File: config.mk
export PLATFORM = sky130hd
export DESIGN_NAME = vending_fsm_gen
export DESIGN_NICKNAME = d
export VERILOG_FILES = /design/src/rtl/vending_pkg.sv /design/src/rtl/vend_bin2bcd.sv /design/src/rtl/vending_fsm_gen.sv
export SDC_FILE = /design/constraint.sdc
export NUM_CORES = 1
export LEC_CHECK = 0
export ABC_AREA = 0
export BUFFER_PORTS_ARGS = -buffer_cell sky130_fd_sc_hd__buf_2
export CORE_ASPECT_RATIO = 1.5
export CORE_MARGIN = 1
export CORE_UTILIZATION = 25
export DETAILED_ROUTE_END_ITERATION = 8
export GPL_ROUTABILITY_DRIVEN = 0
export GPL_TIMING_DRIVEN = 0
export PLACE_DENSITY = 0.5
export SLEW_MARGIN = 25
export SYNTH_ARGS = -nofsm -noshare
export SYNTH_HDL_FRONTEND = slang
export SYNTH_SLANG_ARGS = --single-unit
File: constraint.sdc
create_clock -name clk -period 6.6 [get_ports clk]
set_input_delay 0.99 -clock clk [delete_from_list [all_inputs] [get_ports clk]]
set_output_delay 0.99 -clock clk [all_outputs]
set_load 0.02 [all_outputs]
File: src/rtl/vending_pkg.sv
// rtl/vending_pkg.sv - shared encodings and helpers for the vending controller
package vending_pkg;

    // One-hot so the state register can drive state_led directly
    typedef enum logic [3:0] {
        S_IDLE   = 4'b0001,
        S_CREDIT = 4'b0010,
        S_CHANGE = 4'b0100,
        S_VEND   = 4'b1000
    } state_e;

    localparam logic [1:0] BZ_NONE = 2'b00;
    localparam logic [1:0] BZ_OK   = 2'b01;
    localparam logic [1:0] BZ_ERR  = 2'b10;

    localparam logic [1:0] CS_COIN0   = 2'd0;
    localparam logic [1:0] CS_COIN1   = 2'd1;
    localparam logic [1:0] CS_COIN2   = 2'd2;
    localparam logic [1:0] CS_INVALID = 2'd3;

    function automatic int item_w(input int n);
        return (n <= 1) ? 1 : $clog2(n);
    endfunction

endpackage

File: src/rtl/vend_bin2bcd.sv
// rtl/vend_bin2bcd.sv - combinational binary to two-digit BCD (saturates at 99)
module vend_bin2bcd
    import vending_pkg::*;
#(
    parameter int BIN_W = 8
)(
    input  logic [BIN_W-1:0] bin_i,
    output logic [7:0]       bcd_o
);

    logic [7:0] acc;

    always_comb begin
        acc = '0;
        // Shift-and-add-3; two digits are enough because credit never exceeds 99
        for (int b = BIN_W - 1; b >= 0; b--) begin
            if (acc[3:0] >= 4'd5) acc[3:0] = acc[3:0] + 4'd3;
            if (acc[7:4] >= 4'd5) acc[7:4] = acc[7:4] + 4'd3;
            acc = {acc[6:0], bin_i[b]};
        end
        bcd_o = (32'(bin_i) > 32'd99) ? 8'h99 : acc;
    end

endmodule

File: src/rtl/vending_fsm_gen.sv
// rtl/vending_fsm_gen.sv - parametrised vending controller: credit, vend, timeout refund, greedy change
module vending_fsm_gen
    import vending_pkg::*;
#(
    parameter int NUM_ITEMS = 4,
    parameter int ITEM_W = item_w(NUM_ITEMS),
    parameter int PRICE_W = 8,
    parameter logic [NUM_ITEMS*PRICE_W-1:0] PRICES = {8'd20, 8'd12, 8'd7, 8'd3},
    parameter int COIN0 = 1,
    parameter int COIN1 = 5,
    parameter int COIN2 = 10,
    parameter int CREDIT_MAX = 99,
    parameter int TIMEOUT_CYC = 500_000_000
)(
    input  logic               clk,
    input  logic               rst,
    input  logic               coin_vld,
    input  logic [1:0]         coin_sel,
    input  logic               buy,
    input  logic [ITEM_W-1:0]  item_sel,
    input  logic               cancel,
    input  logic               chg_ack,
    output logic [PRICE_W-1:0] credit,
    output logic [7:0]         credit_bcd,
    output logic               vend_vld,
    output logic [ITEM_W-1:0]  vend_item,
    output logic               coin_rej,
    output logic               chg_vld,
    output logic [1:0]         chg_sel,
    output logic [1:0]         buzzer_en,
    output logic [3:0]         state_led
);

    localparam int TMR_W = (TIMEOUT_CYC > 2) ? $clog2(TIMEOUT_CYC) : 1;
    localparam int SUM_W = PRICE_W + 1;

    state_e              state_q, state_d;
    logic [PRICE_W-1:0]  credit_q, credit_d;
    logic [ITEM_W-1:0]   item_q, item_d;
    logic [TMR_W-1:0]    timer_q, timer_d;
    logic                vend_vld_q, vend_vld_d;
    logic [ITEM_W-1:0]   vend_item_q, vend_item_d;
    logic                coin_rej_q, coin_rej_d;
    logic                chg_vld_q, chg_vld_d;
    logic [1:0]          chg_sel_q, chg_sel_d;
    logic [1:0]          buzzer_q, buzzer_d;

    logic [SUM_W-1:0]    coin_sum;
    logic [PRICE_W-1:0]  buy_price;
    logic [PRICE_W-1:0]  vend_price;
    logic [PRICE_W-1:0]  chg_amt;
    logic                item_oob;
    logic                took_cmd;

    function automatic logic [PRICE_W-1:0] coin_value(input logic [1:0] sel);
        case (sel)
            CS_COIN0: coin_value = PRICE_W'(COIN0);
            CS_COIN1: coin_value = PRICE_W'(COIN1);
            CS_COIN2: coin_value = PRICE_W'(COIN2);
            default:  coin_value = '0;
        endcase
    endfunction

    // Greedy change: largest denomination that still fits in the remaining credit
    function automatic logic [1:0] change_sel(input logic [PRICE_W-1:0] c);
        if (SUM_W'(c) >= SUM_W'(COIN2))      change_sel = CS_COIN2;
        else if (SUM_W'(c) >= SUM_W'(COIN1)) change_sel = CS_COIN1;
        else                                 change_sel = CS_COIN0;
    endfunction

    function automatic logic [PRICE_W-1:0] price_of(input logic [ITEM_W-1:0] item);
        price_of = '0;
        for (int k = 0; k < NUM_ITEMS; k++) begin
            if (item == ITEM_W'(k)) price_of = PRICES[k*PRICE_W +: PRICE_W];
        end
    endfunction

    always_comb begin
        state_d     = state_q;
        credit_d    = credit_q;
        item_d      = item_q;
        timer_d     = '0;
        vend_vld_d  = 1'b0;
        vend_item_d = vend_item_q;
        coin_rej_d  = 1'b0;
        buzzer_d    = BZ_NONE;
        took_cmd    = 1'b0;

        coin_sum   = SUM_W'(credit_q) + SUM_W'(coin_value(coin_sel));
        buy_price  = price_of(item_sel);
        vend_price = price_of(item_q);
        chg_amt    = coin_value(chg_sel_q);
        item_oob   = ({1'b0, item_sel} >= (ITEM_W + 1)'(NUM_ITEMS));

        case (state_q)
            S_IDLE, S_CREDIT: begin
                if (cancel && credit_q != '0) begin
                    state_d  = S_CHANGE;
                    took_cmd = 1'b1;
                end else if (buy) begin
                    if (item_oob || credit_q < buy_price) begin
                        buzzer_d = BZ_ERR;
                    end else begin
                        state_d  = S_VEND;
                        item_d   = item_sel;
                        took_cmd = 1'b1;
                    end
                end

                // A coin only credits when no command claimed this cycle
                if (coin_vld) begin
                    if (took_cmd) begin
                        coin_rej_d = 1'b1;
                    end else if (coin_sel == CS_INVALID || coin_sum > SUM_W'(CREDIT_MAX)) begin
                        coin_rej_d = 1'b1;
                        buzzer_d   = BZ_ERR;
                    end else begin
                        credit_d = coin_sum[PRICE_W-1:0];
                        state_d  = S_CREDIT;
                    end
                end

                if (state_q == S_CREDIT && state_d == S_CREDIT && !(coin_vld || buy || cancel)) begin
                    if (timer_q == TMR_W'(TIMEOUT_CYC - 1)) state_d = S_CHANGE;
                    else                                     timer_d = timer_q + 1'b1;
                end
            end

            S_VEND: begin
                credit_d    = credit_q - vend_price;
                vend_vld_d  = 1'b1;
                vend_item_d = item_q;
                buzzer_d    = BZ_OK;
                coin_rej_d  = coin_vld;
                state_d     = (credit_d != '0) ? S_CHANGE : S_IDLE;
            end

            S_CHANGE: begin
                coin_rej_d = coin_vld;
                if (chg_ack && chg_vld_q) begin
                    credit_d = credit_q - chg_amt;
                    if (credit_d == '0) state_d = S_IDLE;
                end
            end

            default: state_d = S_IDLE;
        endcase

        chg_vld_d = (state_d == S_CHANGE);
        chg_sel_d = chg_vld_d ? change_sel(credit_d) : CS_COIN0;
    end

    always_ff @(posedge clk or posedge rst) begin
        if (rst) begin
            state_q     <= S_IDLE;
            credit_q    <= '0;
            item_q      <= '0;
            timer_q     <= '0;
            vend_vld_q  <= 1'b0;
            vend_item_q <= '0;
            coin_rej_q  <= 1'b0;
            chg_vld_q   <= 1'b0;
            chg_sel_q   <= '0;
            buzzer_q    <= BZ_NONE;
        end else begin
            state_q     <= state_d;
            credit_q    <= credit_d;
            item_q      <= item_d;
            timer_q     <= timer_d;
            vend_vld_q  <= vend_vld_d;
            vend_item_q <= vend_item_d;
            coin_rej_q  <= coin_rej_d;
            chg_vld_q   <= chg_vld_d;
            chg_sel_q   <= chg_sel_d;
            buzzer_q    <= buzzer_d;
        end
    end

    vend_bin2bcd #(.BIN_W(PRICE_W)) u_bcd (
        .bin_i (credit_q),
        .bcd_o (credit_bcd)
    );

    assign credit    = credit_q;
    assign vend_vld  = vend_vld_q;
    assign vend_item = vend_item_q;
    assign coin_rej  = coin_rej_q;
    assign chg_vld   = chg_vld_q;
    assign chg_sel   = chg_sel_q;
    assign buzzer_en = buzzer_q;
    assign state_led = state_q;

endmodule

== After elaboration in Yosys (flattened, before gate mapping) ==
Index checks and enable logic that the tools add are counted.

* Flip-flop bits (word level): 52
* Input bits: 10

* $add $sub $neg: 11
* Reduce and logical (&&, ||, !) cells: 18
* Multiplexer cells: 58
* Bitwise operators: 2
* Equality and inequality tests: 18
* Order comparisons: 12

{| class="wikitable"
|+ Operators by type and width
! kind !! number
|-
| 8-bit two-way mux || 11
|-
| 29-bit two-way mux || 3
|-
| 4-bit two-way mux || 16
|-
| 4-bit one-hot mux with 3 select lines || 3
|-
| 29-bit by 1-bit adder with 29-bit output, second input constant || 1
|-
| 29-bit == test, second input constant || 1
|-
| 8-bit one-hot mux with 3 select lines || 1
|-
| 4-bit by 3-bit >= comparator with 1-bit output, second input constant || 5
|-
| 2-bit two-way mux || 10
|-
| 4-bit by 2-bit adder with 4-bit output, second input constant || 4
|-
| 8-bit nonzero test || 2
|-
| 8-bit subtractor || 2
|-
| 2-bit == test, second input constant || 7
|-
| 8-bit by 8-bit adder with 9-bit output || 1
|-
| 9-bit by 7-bit > comparator with 1-bit output, second input constant || 1
|-
| 1-bit two-way mux || 9
|-
| 3-bit two-way mux || 3
|-
| 2-bit by 1-bit == test with 1-bit output, second input constant || 4
|-
| 4-bit by 2-bit == test with 1-bit output, second input constant || 2
|-
| 4-bit by 3-bit == test with 1-bit output, second input constant || 2
|-
| 8-bit by 3-bit >= comparator with 1-bit output, second input constant || 1
|-
| 8-bit by 4-bit >= comparator with 1-bit output, second input constant || 1
|-
| 8-bit by 7-bit > comparator with 1-bit output, second input constant || 1
|-
| 2-bit zero test || 4
|-
| other kinds (15) || 24
|}

== Longest topological paths before layout ==
* Depth after elaboration: 20
* Gate-level depth with buffers: 28

== Cells and area by module ==
A second synthesis with hierarchy kept.

* Cell total of the unflattened synthesis: 550
* Area, all modules: 4566.9 um^2

{| class="wikitable"
|+ By module, submodules not included
! module !! cells an instance !! area an instance (um^2) !! instances
|-
| vending_fsm_gen || 439 || 3741.1 || 1
|-
| vend_bin2bcd || 111 || 825.8 || 1
|}

== Worst setup path before layout ==
No wires, ideal clock.

* Path kind: register to output
* Start: reg credit_q[6], in the netlist credit[6]
* End: out credit_bcd[1]
* Stages on the path, launching flop included: 25
* Slack: 597 ps
* Arrival: 5013 ps
* Cells stage by stage: dfrtp_1 buf_6 clkbuf_1 inv_1 ha_1 o21ai_0 mux2_2 ha_1 nand2b_1 or4b_1 nand2_1 xnor2_1 ha_1 nand2b_1 a31oi_1 xnor2_1 ha_1 inv_1 nor2_1 o21ai_1 xnor2_1 ha_1 nand2b_1 a21boi_1 mux2i_1

* Longest elaborated chain between the ends: 11
* Elaborated cells on any way between the ends: 16

{| class="wikitable"
|+ RTL lines
! what !! RTL line !! RTL
|-
| start: declaration || vending_fsm_gen.sv:38 || <nowiki>logic [PRICE_W-1:0] credit_q, credit_d;</nowiki>
|-
| start signal: assignment || vending_fsm_gen.sv:167 || <nowiki>credit_q <= credit_d;</nowiki>
|-
| 3-bit by 2-bit adder with 4-bit output or 3-bit >= comparator (tied branches) || vend_bin2bcd.sv:17 || <nowiki>if (acc[3:0] >= 4'd5) acc[3:0] = acc[3:0] + 4'd3;</nowiki>
|-
| 4-bit two-way mux || vend_bin2bcd.sv:17 ||
|-
| 4-bit by 2-bit adder with 4-bit output or 4-bit by 3-bit >= comparator with 1-bit output (tied branches) || vend_bin2bcd.sv:17 ||
|-
| 4-bit two-way mux || vend_bin2bcd.sv:17 ||
|-
| 4-bit by 3-bit >= comparator with 1-bit output or 4-bit by 2-bit adder with 4-bit output (tied branches) || vend_bin2bcd.sv:17 ||
|-
| 4-bit two-way mux || vend_bin2bcd.sv:17 ||
|-
| 4-bit by 2-bit adder with 4-bit output or 4-bit by 3-bit >= comparator with 1-bit output (tied branches) || vend_bin2bcd.sv:17 ||
|-
| 4-bit two-way mux || vend_bin2bcd.sv:17 ||
|-
| 4-bit by 3-bit >= comparator with 1-bit output || vend_bin2bcd.sv:17 ||
|-
| 4-bit two-way mux || vend_bin2bcd.sv:17 ||
|-
| 8-bit two-way mux * || vend_bin2bcd.sv:21 || <nowiki>bcd_o = (32'(bin_i) > 32'd99) ? 8'h99 : acc;</nowiki>
|-
| end: declaration || vending_fsm_gen.sv:24 || <nowiki>output logic [7:0] credit_bcd,</nowiki>
|}

Mark *: on every way between the ends. The rest lies on a longest branch, timed or not.

== Worst setup path in the final report ==
* Start: reg credit_q[5], in the netlist credit[5]
* End: out credit_bcd[6]

* Longest elaborated chain between the ends: 11
* Elaborated cells on any way between the ends: 20

{| class="wikitable"
|+ RTL lines
! what !! RTL line !! RTL
|-
| 3-bit by 2-bit adder with 4-bit output or 3-bit >= comparator (tied branches) || vend_bin2bcd.sv:17 ||
|-
| 4-bit two-way mux || vend_bin2bcd.sv:17 ||
|-
| 4-bit by 2-bit adder with 4-bit output or 4-bit by 3-bit >= comparator with 1-bit output (tied branches) || vend_bin2bcd.sv:17 ||
|-
| 4-bit two-way mux || vend_bin2bcd.sv:17 ||
|-
| 4-bit by 2-bit adder with 4-bit output or 4-bit by 3-bit >= comparator with 1-bit output (tied branches) || vend_bin2bcd.sv:17 ||
|-
| 4-bit two-way mux || vend_bin2bcd.sv:17 ||
|-
| 4-bit by 2-bit adder with 4-bit output (tied with other cells) || vend_bin2bcd.sv:17 ||
|-
| 4-bit two-way mux or 3-bit two-way mux (tied branches) || vend_bin2bcd.sv:17, vend_bin2bcd.sv:18 ||
|-
| 4-bit by 3-bit >= comparator with 1-bit output or 3-bit by 2-bit adder with 3-bit output (tied branches) || vend_bin2bcd.sv:18 || <nowiki>if (acc[7:4] >= 4'd5) acc[7:4] = acc[7:4] + 4'd3;</nowiki>
|-
| 3-bit two-way mux || vend_bin2bcd.sv:18 ||
|-
| 8-bit two-way mux * || vend_bin2bcd.sv:21 ||
|}

Marked as above.

==> qor.csv <==
stage;metric;value;unit
grt;first-pass GRT wire length;21450;um
detailed_routing;Final ANT Viol Nets;0;
placed_design;half-perimeter wire length after placement;10450;um
setup_path;arrival time of data at the critical path endpoint;5.27;ns
detailed_routing;count of vias placed by the detailed router;4237;
detailed_routing;1st-pass router iterations;4;
setup_path;kind of launch point of the worst setup path;flop;
synthesis;top cell type's share of synthesized area;27.66;%
synthesis;proportion of register bits with asynchronous set or reset after synthesis;100.0;%
synthesis;top_reg_cell synth;sky130_fd_sc_hd__dfrtp_1;
power_and_ir_drop;sequential power share;15.1;%
worst_hold_path;Hold Path End;vend_item[1];
clock_tree;clock latency at the later pin of the worst-skew pair;0.29;ns
setup_path;Slowest-stage cell, CP;sky130_fd_sc_hd__dfrtp_2;
floorplanning;top-level port count;39;
grt;maximum number of pins on one net before global-route repair;53;
status;outcome;finished clean;
placed_design;Placed Instances;807;
power_and_ir_drop;Final Power;0.003095;W
placed_design;number of buffers added on ports;38;
floorplanning;die outline area;19020;um^2
floorplanning;Row Count;60;
clock_tree;clock sink count;52;
synthesis;number of cells produced by synthesis;552;
clock_tree;Max Buffers Root-to-Sink;2;
setup_path;largest delay contributor family on the critical path;simple AND/OR/NAND/NOR gates;
setup_path;R2R Path Start;credit[1];
detailed_routing;sum of routed wire length over all layers;13350;um
detailed_routing;average detailed-routed wire length per instance;16.30;um
flow_run;max capacitance violation total;0;
detailed_routing;DRT iter0 DRCs;191;
timing;share of the cycle needed by the critical path after routing;94.77;%
setup_path;kind of end point of the critical path;output pin;
power_and_ir_drop;largest voltage drop on the vdd net;0.2247;mV
setup_path;worst-path cell chain;clkbuf_2 > inv_1 > mux2_2 > ha_2 > nand2b_1 > or4b_4 > nand3_1 > and2_1 > a21boi_1 > mux2i_4 > ha_1 > nand2b_1 > nand2_1 > mux2_2 > ha_1 > o22ai_1 > a21oi_1 > a21oi_1 > o31ai_2 > and2_1 > o21a_1 > buf_2;
power_and_ir_drop;clock network power share;9.6;%
final_layout;fraction of final layout cells sized beyond drive strength 1;16.61;%
synthesis;largest cells by area after synthesis;sky130_fd_sc_hd__dfrtp_1, sky130_fd_sc_hd__ha_1, sky130_fd_sc_hd__nor2_1;
power_and_ir_drop;logic gate share of total power;75.3;%
setup_path;worst-path maximum fanout;10;
timing;transition time at the pin with the least slew margin;0.9288;ns
power_and_ir_drop;Static Leak;2.298;nW
clock_tree;clock slew at reported path FFs;0.07;ns
detailed_routing;routed via count divided by cell count;5.173;
synthesis;sequential-to-total area share from yosys stat;28.23;%
synthesis;Net Count, Synth;599;
synthesis;number of flip-flops and latches in the synthesized netlist;52;
final_layout;number of standard cells in the layout, taps in and fillers out;819;
timing;pins over their slew limit;0;
setup_path;count of cells along the worst register-to-register path;9;
timing;Slew Limit Headroom;37.20;%
timing;unrepaired setup endpoints after global routing;no;
timing;Fmax;159.9;MHz
final_layout;total number of nets in the final design;648;
setup_path;flop2flop setup slack;2.48;ns
synthesis;cell taking the most area after synthesis;sky130_fd_sc_hd__dfrtp_1;
clock_tree;depth of the CTS H-tree;2;
grt;aggregate global-route resource usage;14.24;%
power_and_ir_drop;Int Pwr;0.001500;W
synthesis;post-synthesis area per instance;8.359;um^2
setup_path;capture instance of the worst register-to-register path;chg_sel[0];
floorplanning;Core Area;18020;um^2
worst_hold_path;worst hold path stage count;2;
timing;post-route minimum period;6.255;ns
synthesis;warning count from the yosys run;0;
timing;Worst Skew;0.007831;ns
floorplanning;Die Span X;112.9;um
worst_hold_path;hold path startpoint;vend_item[1];
power_and_ir_drop;power dissipated by switching net loads;0.001594;W
grt;initial antenna violation count;0;
power_and_ir_drop;switch share;51.51;%
timing;Final Hold Vio Count;0;
floorplanning;die height;168.4;um
grt;vias in the first global route;4358;
grt;remaining global-route overflow;0;
setup_path;worst path buffer plus inverter count;3;
synthesis;number of flops mapped to enable cells by yosys;0;
setup_path;required time of the critical path;5.61;ns
final_layout;Ant. Diodes;0;
final_layout;relative area change from synthesis to final layout;16.49;%
clock_tree;number of buffers created by CTS;5;
synthesis;cell area after technology mapping;4614;um^2
clock_tree;clk root buf;sky130_fd_sc_hd__clkbuf_16;
detailed_routing;DRC violation count after routing;0;
synthesis;synth unique cells;78;
clock_tree;CTS tree;yes;
floorplanning;starting density of the core;25.61;%
power_and_ir_drop;Cell Pwr Density;575.7;nW/um^2
timing;final setup fails;0;
worst_hold_path;worst min-delay path class;flop to flop;
setup_path;Worst path max stage delay;0.49;ns
setup_path;kind of critical path;flop to output pin;
-- Yosys cell counts, types with 2 or more instances --
cell and n:
sky130_fd_sc_hd__a22o_1 2, sky130_fd_sc_hd__a211oi_1 4, sky130_fd_sc_hd__buf_6 2, sky130_fd_sc_hd__and4_1 3, sky130_fd_sc_hd__o211ai_1 4, sky130_fd_sc_hd__o22ai_1 4, sky130_fd_sc_hd__fa_1 3, sky130_fd_sc_hd__ha_1 34
sky130_fd_sc_hd__mux2i_1 8, sky130_fd_sc_hd__or3_4 2, sky130_fd_sc_hd__nand3b_1 5, sky130_fd_sc_hd__nor3_1 16, sky130_fd_sc_hd__a311o_1 2, sky130_fd_sc_hd__xnor2_1 20, sky130_fd_sc_hd__o21ai_0 26, sky130_fd_sc_hd__a221oi_1 4
sky130_fd_sc_hd__nand4_1 6, sky130_fd_sc_hd__inv_1 27, sky130_fd_sc_hd__nor4_1 7, sky130_fd_sc_hd__o221ai_1 2, sky130_fd_sc_hd__o2111ai_1 2, sky130_fd_sc_hd__o31a_1 4, sky130_fd_sc_hd__or2_2 2, sky130_fd_sc_hd__a21o_1 3
sky130_fd_sc_hd__xor2_1 22, sky130_fd_sc_hd__o21a_1 9, sky130_fd_sc_hd__a31oi_1 7, sky130_fd_sc_hd__nor2b_1 10, sky130_fd_sc_hd__nand2_1 49, sky130_fd_sc_hd__or3_1 4, sky130_fd_sc_hd__buf_2 4, sky130_fd_sc_hd__a21oi_1 21
sky130_fd_sc_hd__nor4b_1 2, sky130_fd_sc_hd__dfrtp_1 51, sky130_fd_sc_hd__nand3_1 26, sky130_fd_sc_hd__and2_1 10, sky130_fd_sc_hd__o31ai_1 4, sky130_fd_sc_hd__nor2_1 65, sky130_fd_sc_hd__and3_1 12, sky130_fd_sc_hd__clkbuf_1 10
sky130_fd_sc_hd__nand2b_1 8, sky130_fd_sc_hd__mux2_2 6, sky130_fd_sc_hd__a21boi_0 5
-- state kept, by name, summed over array words and instances (netlist names) --
signal and flops:
vend_vld 1, vend_item 2, credit 8, timer_q 29
coin_rej 1, chg_sel 2, state_led 4, chg_vld 1
buzzer_en 2, item_q 2
-- power groups by stage --
stage | Combinational, W | Clock (W) | Sequential [W]
2_1_floorplan | 0.00157 | 0 | 0.000489
3_3_place_gp | 0.00210 | 0 | 0.000475
3_5_place_dp | 0.00215 | 0 | 0.000476
4_1_cts | 0.00224 | 0.000309 | 0.000470
5_1_grt | 0.00255 | 0.000320 | 0.000477
6_report | 0.00233 | 0.000298 | 0.000468
-- area by class of cell --
| class | instances | area (um^2) |
|---|---|---|
| timing repair buffer | 43 | 227.7 |
| inverter | 28 | 111.4 |
| multi-input combinational | 454 | 3203 |
| fill | 1927 | 12640 |
| clock buffer | 6 | 128.9 |
| tap | 217 | 271.5 |
| sequential | 52 | 1304 |
| clock inverter | 2 | 38.79 |
| buffer | 17 | 90.09 |
-- layout by cell type (no fill, tap or decap), types with 16 or more instances in the layout --
cell                      count
sky130_fd_sc_hd__nor2_1      65
sky130_fd_sc_hd__dfrtp_1     50
sky130_fd_sc_hd__nand2_1     49
sky130_fd_sc_hd__buf_2       42
sky130_fd_sc_hd__ha_1        30
sky130_fd_sc_hd__nand3_1     26
sky130_fd_sc_hd__o21ai_0     25
sky130_fd_sc_hd__inv_1       25
sky130_fd_sc_hd__xor2_1      22
sky130_fd_sc_hd__a21oi_1     20
sky130_fd_sc_hd__xnor2_1     17
sky130_fd_sc_hd__nor3_1      16
-- cells by family (layout without fill, tap and decap cells) --
family / after synthesis / in the layout / share of synthesized area [%]
AND/OR/NAND/NOR: 236 / 236 / 25.87
AO/OA/AOI/OAI: 124 / 124 / 19.63
flip-flops: 52 / 52 / 28.23
buffers and inverters: 46 / 96 / 4.257
XOR/XNOR: 42 / 42 / 7.972
adder cells (fa/ha/maj): 37 / 37 / 10.52
multiplexers: 15 / 15 / 3.525
-- metrics by stage --
stage	instance area (um^2)	setup TNS, ns	util, %	hold WS [ns]	worst slack [ns]
finish	5375	0	29.83	0.4958	0.3449
global route	5375	0	29.83	0.5313	0.03046
CTS	5314	0	29.49	0.5000	0.02637
detailed placement	5079	-0.4079	28.19	0.4888	-0.1612
global placement	5076	-0.03175	28.17	0.4641	-0.02235
floorplan	4614	0	-	0.4479	0.5970
-- repair_timing --
action | 4_1_cts | 5_1_grt
pin swaps | 2 | 5
endpoints found under the hold margin | 0 | 0
buffers inserted | 2 | 3
resized for setup | 12 | 14
hold buffers | 0 | 0
setup endpoints to repair | 6 | 5
-- routing by layer --
metal / vias to the layer above / part of all wire [%] / global-route usage, %
li1: 2076 / - / -
met1: 2034 / 39 / 14.80
met2: 96 / 53 / 27.29
met3: 31 / 4.6 / 2.304
met4: 0 / 3.6 / 7.037
met5: - / 0 / 0
-- how the worst max path moves through the flow --
stage	to	slack, ns	cells after the start	start
final	credit_bcd[6]	0.34	22	credit[5]
after global routing	credit_bcd[5]	0.03	26	credit[5]
after CTS	credit_bcd[5]	0.03	27	credit[6]
after detailed placement	credit_bcd[5]	-0.16	27	credit[6]
after global placement	credit_bcd[5]	-0.02	27	credit[6]
after floorplan	credit_bcd[1]	0.60	24	credit[6]
-- tightest hold or removal path, stage by stage (launching register included) --
cell and delay [ns]:
sky130_fd_sc_hd__dfrtp_1 0.34, sky130_fd_sc_hd__nand2_1 0.05, sky130_fd_sc_hd__o21ai_0 0.07
No activity file was read; power rests on OpenSTA's default activity.
